File: config.mk
export PLATFORM = sky130hd
export DESIGN_NAME = bresenham_line
export DESIGN_NICKNAME = d
export VERILOG_FILES = /design/src/rtl/hector_pkg.sv /design/src/rtl/bresenham_line.sv
export SDC_FILE = /design/constraint.sdc
export NUM_CORES = 1
export LEC_CHECK = 0
export CORE_MARGIN = 2
export CORE_UTILIZATION = 55
export CTS_BUF_LIST = sky130_fd_sc_hd__clkbuf_16
export DETAILED_ROUTE_END_ITERATION = 6
export HOLD_SLACK_MARGIN = 0.1
export PLACE_DENSITY = 0.76
export SETUP_SLACK_MARGIN = 0.02
export SLEW_MARGIN = 30
export SYNTH_ARGS = -nofsm -noshare
export SYNTH_HDL_FRONTEND = slang
export SYNTH_SLANG_ARGS = --single-unit
File: constraint.sdc
create_clock -name clock -period 5.6 [get_ports clock]
set_input_delay 0.56 -clock clock [delete_from_list [all_inputs] [get_ports clock]]
set_output_delay 0.56 -clock clock [all_outputs]
set_load 0.02 [all_outputs]
File: src/rtl/hector_pkg.sv
// Shared types for the SLAM mapping blocks: grid coordinates, the signed
// error accumulator used by the line walker, and the walker state encoding.
package hector_pkg;

    localparam int unsigned COORD_WIDTH = 10;

    typedef logic [COORD_WIDTH-1:0]       coord_t;
    typedef logic signed [COORD_WIDTH+1:0] err_t;

    typedef enum logic [1:0] {
        IDLE  = 2'd0,
        SETUP = 2'd1,
        STEP  = 2'd2
    } bres_state_t;

endpackage

File: src/rtl/bresenham_line.sv
// Bresenham raster line walker. On a start pulse it latches the robot cell
// and the scan endpoint, then emits every cell of the line through a
// valid/ready handshake. Only the endpoint cell is tagged occupied.
module bresenham_line
    import hector_pkg::*;
#(
    parameter int unsigned COORD_WIDTH = 10
) (
    input  logic                   clock,
    input  logic                   reset,
    input  logic                   start,
    input  logic [COORD_WIDTH-1:0] x0,
    input  logic [COORD_WIDTH-1:0] y0,
    input  logic [COORD_WIDTH-1:0] x1,
    input  logic [COORD_WIDTH-1:0] y1,
    output logic                   busy,
    output logic                   point_valid,
    input  logic                   point_ready,
    output logic [COORD_WIDTH-1:0] point_x,
    output logic [COORD_WIDTH-1:0] point_y,
    output logic                   point_occupied
);

    localparam logic [COORD_WIDTH-1:0] ONE = {{(COORD_WIDTH-1){1'b0}}, 1'b1};

    bres_state_t state;

    // Latched line endpoints
    logic [COORD_WIDTH-1:0] lx0, ly0, lx1, ly1;
    // Current cell; doubles as the output coordinate
    logic [COORD_WIDTH-1:0] cx, cy;
    // Walk parameters: dx >= 0, dy <= 0, direction bits set for -1 steps
    logic signed [COORD_WIDTH+1:0] dx, dy, err;
    logic                          sx_neg, sy_neg;

    // Setup-phase magnitudes
    logic [COORD_WIDTH-1:0]        abs_x, abs_y;
    logic signed [COORD_WIDTH+1:0] setup_dx, setup_dy;

    // Next-step values
    logic signed [COORD_WIDTH+1:0] e2, next_err;
    logic [COORD_WIDTH-1:0]        next_x, next_y;
    logic                          at_end;

    assign point_x = cx;
    assign point_y = cy;

    // Absolute deltas of the latched endpoints, consumed in SETUP
    always_comb begin
        abs_x    = (lx1 >= lx0) ? (lx1 - lx0) : (lx0 - lx1);
        abs_y    = (ly1 >= ly0) ? (ly1 - ly0) : (ly0 - ly1);
        setup_dx = $signed({2'b00, abs_x});
        setup_dy = -$signed({2'b00, abs_y});
    end

    // One Bresenham step from the current cell; both axes may move at once
    always_comb begin
        e2       = err <<< 1;
        next_err = err;
        next_x   = cx;
        next_y   = cy;
        if (e2 >= dy) begin
            next_err = next_err + dy;
            next_x   = sx_neg ? (cx - ONE) : (cx + ONE);
        end
        if (e2 <= dx) begin
            next_err = next_err + dx;
            next_y   = sy_neg ? (cy - ONE) : (cy + ONE);
        end
        at_end = (cx == lx1) && (cy == ly1);
    end

    // Walker FSM with registered handshake outputs
    always_ff @(posedge clock or posedge reset) begin
        if (reset) begin
            state          <= IDLE;
            busy           <= 1'b0;
            point_valid    <= 1'b0;
            point_occupied <= 1'b0;
            lx0            <= '0;
            ly0            <= '0;
            lx1            <= '0;
            ly1            <= '0;
            cx             <= '0;
            cy             <= '0;
            dx             <= '0;
            dy             <= '0;
            err            <= '0;
            sx_neg         <= 1'b0;
            sy_neg         <= 1'b0;
        end else begin
            case (state)
                IDLE: begin
                    if (start) begin
                        lx0   <= x0;
                        ly0   <= y0;
                        lx1   <= x1;
                        ly1   <= y1;
                        busy  <= 1'b1;
                        state <= SETUP;
                    end
                end
                SETUP: begin
                    dx             <= setup_dx;
                    dy             <= setup_dy;
                    err            <= setup_dx + setup_dy;
                    sx_neg         <= !(lx0 < lx1);
                    sy_neg         <= !(ly0 < ly1);
                    cx             <= lx0;
                    cy             <= ly0;
                    point_valid    <= 1'b1;
                    point_occupied <= (lx0 == lx1) && (ly0 == ly1);
                    state          <= STEP;
                end
                STEP: begin
                    if (point_ready) begin
                        if (at_end) begin
                            busy           <= 1'b0;
                            point_valid    <= 1'b0;
                            point_occupied <= 1'b0;
                            state          <= IDLE;
                        end else begin
                            cx             <= next_x;
                            cy             <= next_y;
                            err            <= next_err;
                            point_occupied <= (next_x == lx1) && (next_y == ly1);
                        end
                    end
                end
                default: begin
                    busy        <= 1'b0;
                    point_valid <= 1'b0;
                    state       <= IDLE;
                end
            endcase
        end
    end

endmodule
## After elaboration in Yosys (flattened, before gate mapping)

Index checks and enable logic that the tools add are counted.

| word-level totals | value |
|---|---|
| logic and storage cells | 89 |
| output and inout bits | 23 |
| register bits | 101 |

| cells by class | value |
|---|---|
| bitwise operators | 2 |
| eq/ne operators | 12 |
| add/subtract/negate cells | 12 |
| reductions and logical operators | 13 |
| order comparisons | 6 |
| muxes and demuxes | 29 |

Operators with widths:

| cell | number |
|---|---|
| 2-to-1 mux 10 bit | 10 |
| equality test 10 bit | 6 |
| 2-to-1 mux 12 bit | 4 |
| one-hot mux 10 bit (2 select lines) | 2 |
| subtractor 10 bit | 4 |
| one-hot mux 12 bit (2 select lines) | 1 |
| adder 10 x 1 -> 10 bit, second input constant | 2 |
| greater-or-equal comparator 10 bit | 2 |
| < comparator 10 bit | 2 |
| subtractor 10 x 1 -> 10 bit, second input constant | 2 |
| adder 11 x 12 -> 12 bit | 1 |
| adder 12 x 11 -> 12 bit | 1 |
| adder 12 bit | 1 |
| greater-or-equal comparator 12 bit | 1 |
| <= comparator 12 x 11 -> 1 bit | 1 |
| negation 10 -> 12 bit | 1 |
| AND reduction 3 bit | 3 |
| inequality test 2 bit, second input constant | 4 |
| 2-to-1 mux 2 bit | 3 |
| one-hot mux 1 bit (3 select lines) | 2 |
| one-hot mux 2 bit (3 select lines) | 1 |
| 2-to-1 mux 1 bit | 5 |
| AND reduction 2 bit | 2 |
| AND reduction 4 bit | 1 |
| 8 further kinds | 12 |

## Logic depth before layout (Yosys ltp)

| logic depth | value |
|---|---|
| word-level depth | 8 |
| mapped depth | 25 |

## Least setup slack after synthesis

OpenSTA, ideal clock, no wires.

| timing path | value |
|---|---|
| path kind | reg2reg |
| start | register ly1[0] |
| end | register err[9] |
| setup slack | 1216 ps |
| arrival | 4242 ps |
| required time | 5458 ps |
| setup time | 142 ps |
| stages on the path, launching flop included | 25 |
| cells stage by stage | dfrtp_1 inv_1 ha_1 inv_1 fa_1 a211oi_2 o21ai_0 o211ai_2 and2_1 buf_6 mux2i_1 ha_1 nand2_1 mux2i_2 nor2_1 ha_1 a21oi_1 inv_1 a21oi_1 maj3_1 o21ai_0 a21oi_1 o21ai_0 o31a_1 o211ai_1 |

| between the ends | value |
|---|---|
| cells in the longest elaborated chain, start to end | 5 |
| elaborated cells between the ends (all ways) | 11 |
| those cells by class | add/sub: 4; order compare: 1; eq/ne: 2; mux: 2; reduce/logical: 2 |

RTL lines:

| what | RTL line | source |
|---|---|---|
| start: declaration | bresenham_line.sv:29 | `logic [COORD_WIDTH-1:0] lx0, ly0, lx1, ly1;` |
| start signal: assignment | bresenham_line.sv:98 | `ly1 <= y1;` |
| subtractor 10 bit / greater-or-equal comparator 10 bit (equally long branches) | bresenham_line.sv:51 | `abs_y = (ly1 >= ly0) ? (ly1 - ly0) : (ly0 - ly1);` |
| 2-to-1 mux 10 bit * | bresenham_line.sv:51 |  |
| negation 10 -> 12 bit * | bresenham_line.sv:53 | `setup_dy = -$signed({2'b00, abs_y});` |
| via setup_dy[2] | bresenham_line.sv:38 | `logic signed [COORD_WIDTH+1:0] setup_dx, setup_dy;` |
| adder 11 x 12 -> 12 bit * | bresenham_line.sv:106 | `err <= setup_dx + setup_dy;` |
| one-hot mux 12 bit (2 select lines) * | bresenham_line.sv:92 | `case (state)` |
| end signal: assignment | bresenham_line.sv:106 |  |
| end signal: assignment | bresenham_line.sv:125 | `err <= next_err;` |
| end: declaration | bresenham_line.sv:33 | `logic signed [COORD_WIDTH+1:0] dx, dy, err;` |

The timed path passes the listed nets; every way through them passes the cells marked *.
A chain may end at the register's enable or synchronous reset.

## Worst setup path after layout

Same ends and word-level chain as after synthesis.

==> results.json <==
{
  "cp_num_buf_inv": 3,
  "worst_path_dominant_cell_family": "adder cells",
  "cts.htree.levels": 3,
  "insertion_delay_ns": 0.36,
  "crit_fanout": 7,
  "ant_nets": 0,
  "worstMarginPinSlew_ns": 0.884,
  "synth_area_per_cell_um2": 8.36,
  "syn_nets": 1254,
  "cts_sinks": 100,
  "grt_antenna_before_repair": 0,
  "finClkSkew_ns": 0.00966,
  "ys.flop_type": "dfrtp_1",
  "multi_input_area_um2": 6140,
  "fin_crit_ns": 4.99,
  "post-route-cell-area_um2": 10400,
  "hold_viol": 0,
  "portBuffers": 66,
  "crit_path_max_incr_delay_ns": 0.44,
  "nNetsFinal": 1305,
  "async_flop_share": 1.00,
  "syn_inst": 1095,
  "diodes": 0,
  "routabilityCongestion": 0.912,
  "drive_above_1_share": 0.0530,
  "viasPerCell": 5.93,
  "crit_cells": 23,
  "synth_edf_count": 0,
  "clockBufferDepth": 2,
  "dieWidth_um": 133,
  "synth-adder-area-share": 0.166,
  "crit_end": "err[9]$_DFFE_PP0P_",
  "synth-compound-area-share": 0.221,
  "start_util": 0.558,
  "yosysSeqAreaShare": 0.273,
  "r2r_setup_slack_ns": 0.61,
  "cpMaxStageDelayCell": "fa_1",
  "synthMuxAreaShare": 0.0374,
  "cts_hold_buf": 0,
  "ys_types": 72,
  "hpwl_um": 18800,
  "drt-total-wl_um": 24100,
  "die_y_um": 133,
  "io-pin-count": 67,
  "final_common_cell": "o21ai_0",
  "synth_xor_area_frac": 0.0973,
  "synth_top_family_by_area": "compound AO/OA/AOI/OAI gates",
  "finalSetupViolations": 0,
  "core_um2": 16400,
  "yosys_warnings": 0,
  "route.detailed.drc": 0,
  "final_cell_mix": "o21ai_0, nand2_1, ha_1, dfrtp_1, inv_1",
  "r2r_cells": 23,
  "hp-class": "reg -> reg",
  "cts-root-buf": "clkbuf_16",
  "crit_arrival_ns": 5.21,
  "synth_seq_cells": 100,
  "cts_buffers": 9,
  "globalRouteOverflowTotal": 0,
  "rows": 47,
  "rr_startpoint": "ly1[0]$_DFFE_PP0P_",
  "grt_max_degree": 82,
  "max_freq_ghz": 0.200,
  "dr.pass1.iters": 5,
  "hold_path_depth": 2,
  "grt_usage": 0.281,
  "status": "finished, final reports clean",
  "ctsResizeCount": 0,
  "num-fill-cells": 1410,
  "grt_pass1_wl_um": 39700,
  "clkTransAtPathRegs_ns": 0.08,
  "drtIter0Drc": 726,
  "cts_tree": "yes",
  "drv_cap": 0,
  "start_kind": "flop",
  "syn_area_um2": 9160,
  "cp-end-kind": "flop",
  "area_delta_synth_final_pct": 13.0,
  "startpoint": "ly1[0]$_DFFE_PP0P_",
  "dpl-instance-area_um2": 10000,
  "seqCellArea_um2": 2500,
  "grt_pass1_vias": 7910,
  "worstPathCellList": "inv_1, ha_1, inv_1, fa_1, a211oi_2, o21ai_0, o211ai_2, and2_1, mux2i_1, ha_1, nand2_1, mux2i_2, nor2_1, ha_1, a21oi_1, inv_1, a21oi_1, maj3_1, o21ai_0, a21oi_1, o21ai_0, o31a_1, o211ai_1",
  "wl_per_cell_um": 17.6,
  "period_share": 0.891,
  "r2r_end": "err[9]$_DFFE_PP0P_",
  "report.final.slew_viol_count": 0,
  "synthSimpleGateAreaFrac": 0.147,
  "dr_total_vias": 8128,
  "fin_setup_tns_ns": 0,
  "crit_type": "reg -> reg",
  "dieArea_um2": 17700,
  "cts_setup_buffers": 0,
  "crit_required_ns": 5.82,
  "relSlewSlack": 0.407,
  "rsz0062_at_grt": "false"
}
## worst reg2reg max path: stages (launching register included)
cell and delay [ns]:
dfrtp_1 0.41, inv_1 0.08, ha_1 0.17, inv_1 0.06, fa_1 0.44, a211oi_2 0.26, o21ai_0 0.15, o211ai_2 0.12
and2_1 0.39, mux2i_1 0.28, ha_1 0.26, nand2_1 0.09, mux2i_2 0.28, nor2_1 0.13, ha_1 0.32, a21oi_1 0.09
inv_1 0.06, a21oi_1 0.06, maj3_1 0.38, o21ai_0 0.30, a21oi_1 0.13, o21ai_0 0.16, o31a_1 0.16, o211ai_1 0.07
## per-layer routing
layer,vias to the layer above,track usage,routed length [µm]
met5,-,0,0
met4,0,0.109,665
met1,3874,0.380,10800
met2,263,0.461,11300
met3,52,0.0345,1370
li1,3939,-,-
## worst min path at each step
stage	startpoint	end	slack (ns)
2_1_floorplan	dx[0]$_DFFE_PP0P_	dx[0]$_DFFE_PP0P_	0.47
3_3_place_gp	dx[4]$_DFFE_PP0P_	dx[4]$_DFFE_PP0P_	0.51
3_5_place_dp	busy$_DFFE_PP0P_	busy$_DFFE_PP0P_	0.52
4_1_cts	busy$_DFFE_PP0P_	busy$_DFFE_PP0P_	0.54
5_1_grt	dx[4]$_DFFE_PP0P_	dx[4]$_DFFE_PP0P_	0.57
6_report	busy$_DFFE_PP0P_	busy$_DFFE_PP0P_	0.53
## synth_stat cells (all sizes together), types with 7 or more instances
master,instances,area (µm²)
dfrtp,100,2500
o31ai,7,52.6
clkbuf,33,124
xor2,28,245
mux2,12,135
and3,10,62.6
nand3,15,85.1
a21o,21,158
nand2,107,402
nand2b,11,68.8
o21ai,109,546
nand4,10,62.6
mux2i,20,208
a21oi,88,440
ha,106,1330
o211ai,10,80.1
o22ai,8,56.3
nor2b,11,68.8
a211oi,8,70.1
a31oi,13,81.3
inv,99,372
xnor2,71,622
nor2,63,236
o21bai,13,97.6
fa,9,180
o21a,9,67.6
nor3,19,116
## per-stage QoR
stage | utilization | instances | hold slack (ns) | setup WS [ns]
5_1_grt | 0.631 | 1371 | 0.573 | 0.106
4_1_cts | 0.631 | 1371 | 0.538 | 0.639
3_5_place_dp | 0.612 | 1355 | 0.520 | 0.663
3_3_place_gp | 0.612 | 1355 | 0.512 | 0.816
6_report | 0.631 | 1371 | 0.530 | 0.608
2_1_floorplan | - | 1095 | 0.469 | 1.22
## flip-flops by register name (all words and copies together) (netlist names)
register,cells
point_y,10
point_occupied,1
sx_neg,1
dx,10
ly1,10
lx0,10
busy,1
point_valid,1
sy_neg,1
point_x,10
state,2
lx1,10
dy,12
err,11
ly0,10
## cell type report
class / instances / area share
multi-input cells: 857 / 0.593
flip-flops and latches: 100 / 0.242
repair buffers: 79 / 0.0733
inverters: 99 / 0.0361
well taps: 220 / 0.0266
clock buffers: 9 / 0.0218
clock inverters: 7 / 0.00774
## cell families after synthesis
| kind of cell | count (synthesis) |
|---|---|
| simple gates | 281 |
| xor+xnor | 100 |
| mux | 32 |
| flops | 100 |
| compound gates | 328 |
| fa+ha+maj | 116 |
| buf+inv | 138 |
Power is left out: the tool's default activity adds up to more than one toggle a clock period on the data nets, which glitch-free logic cannot reach.
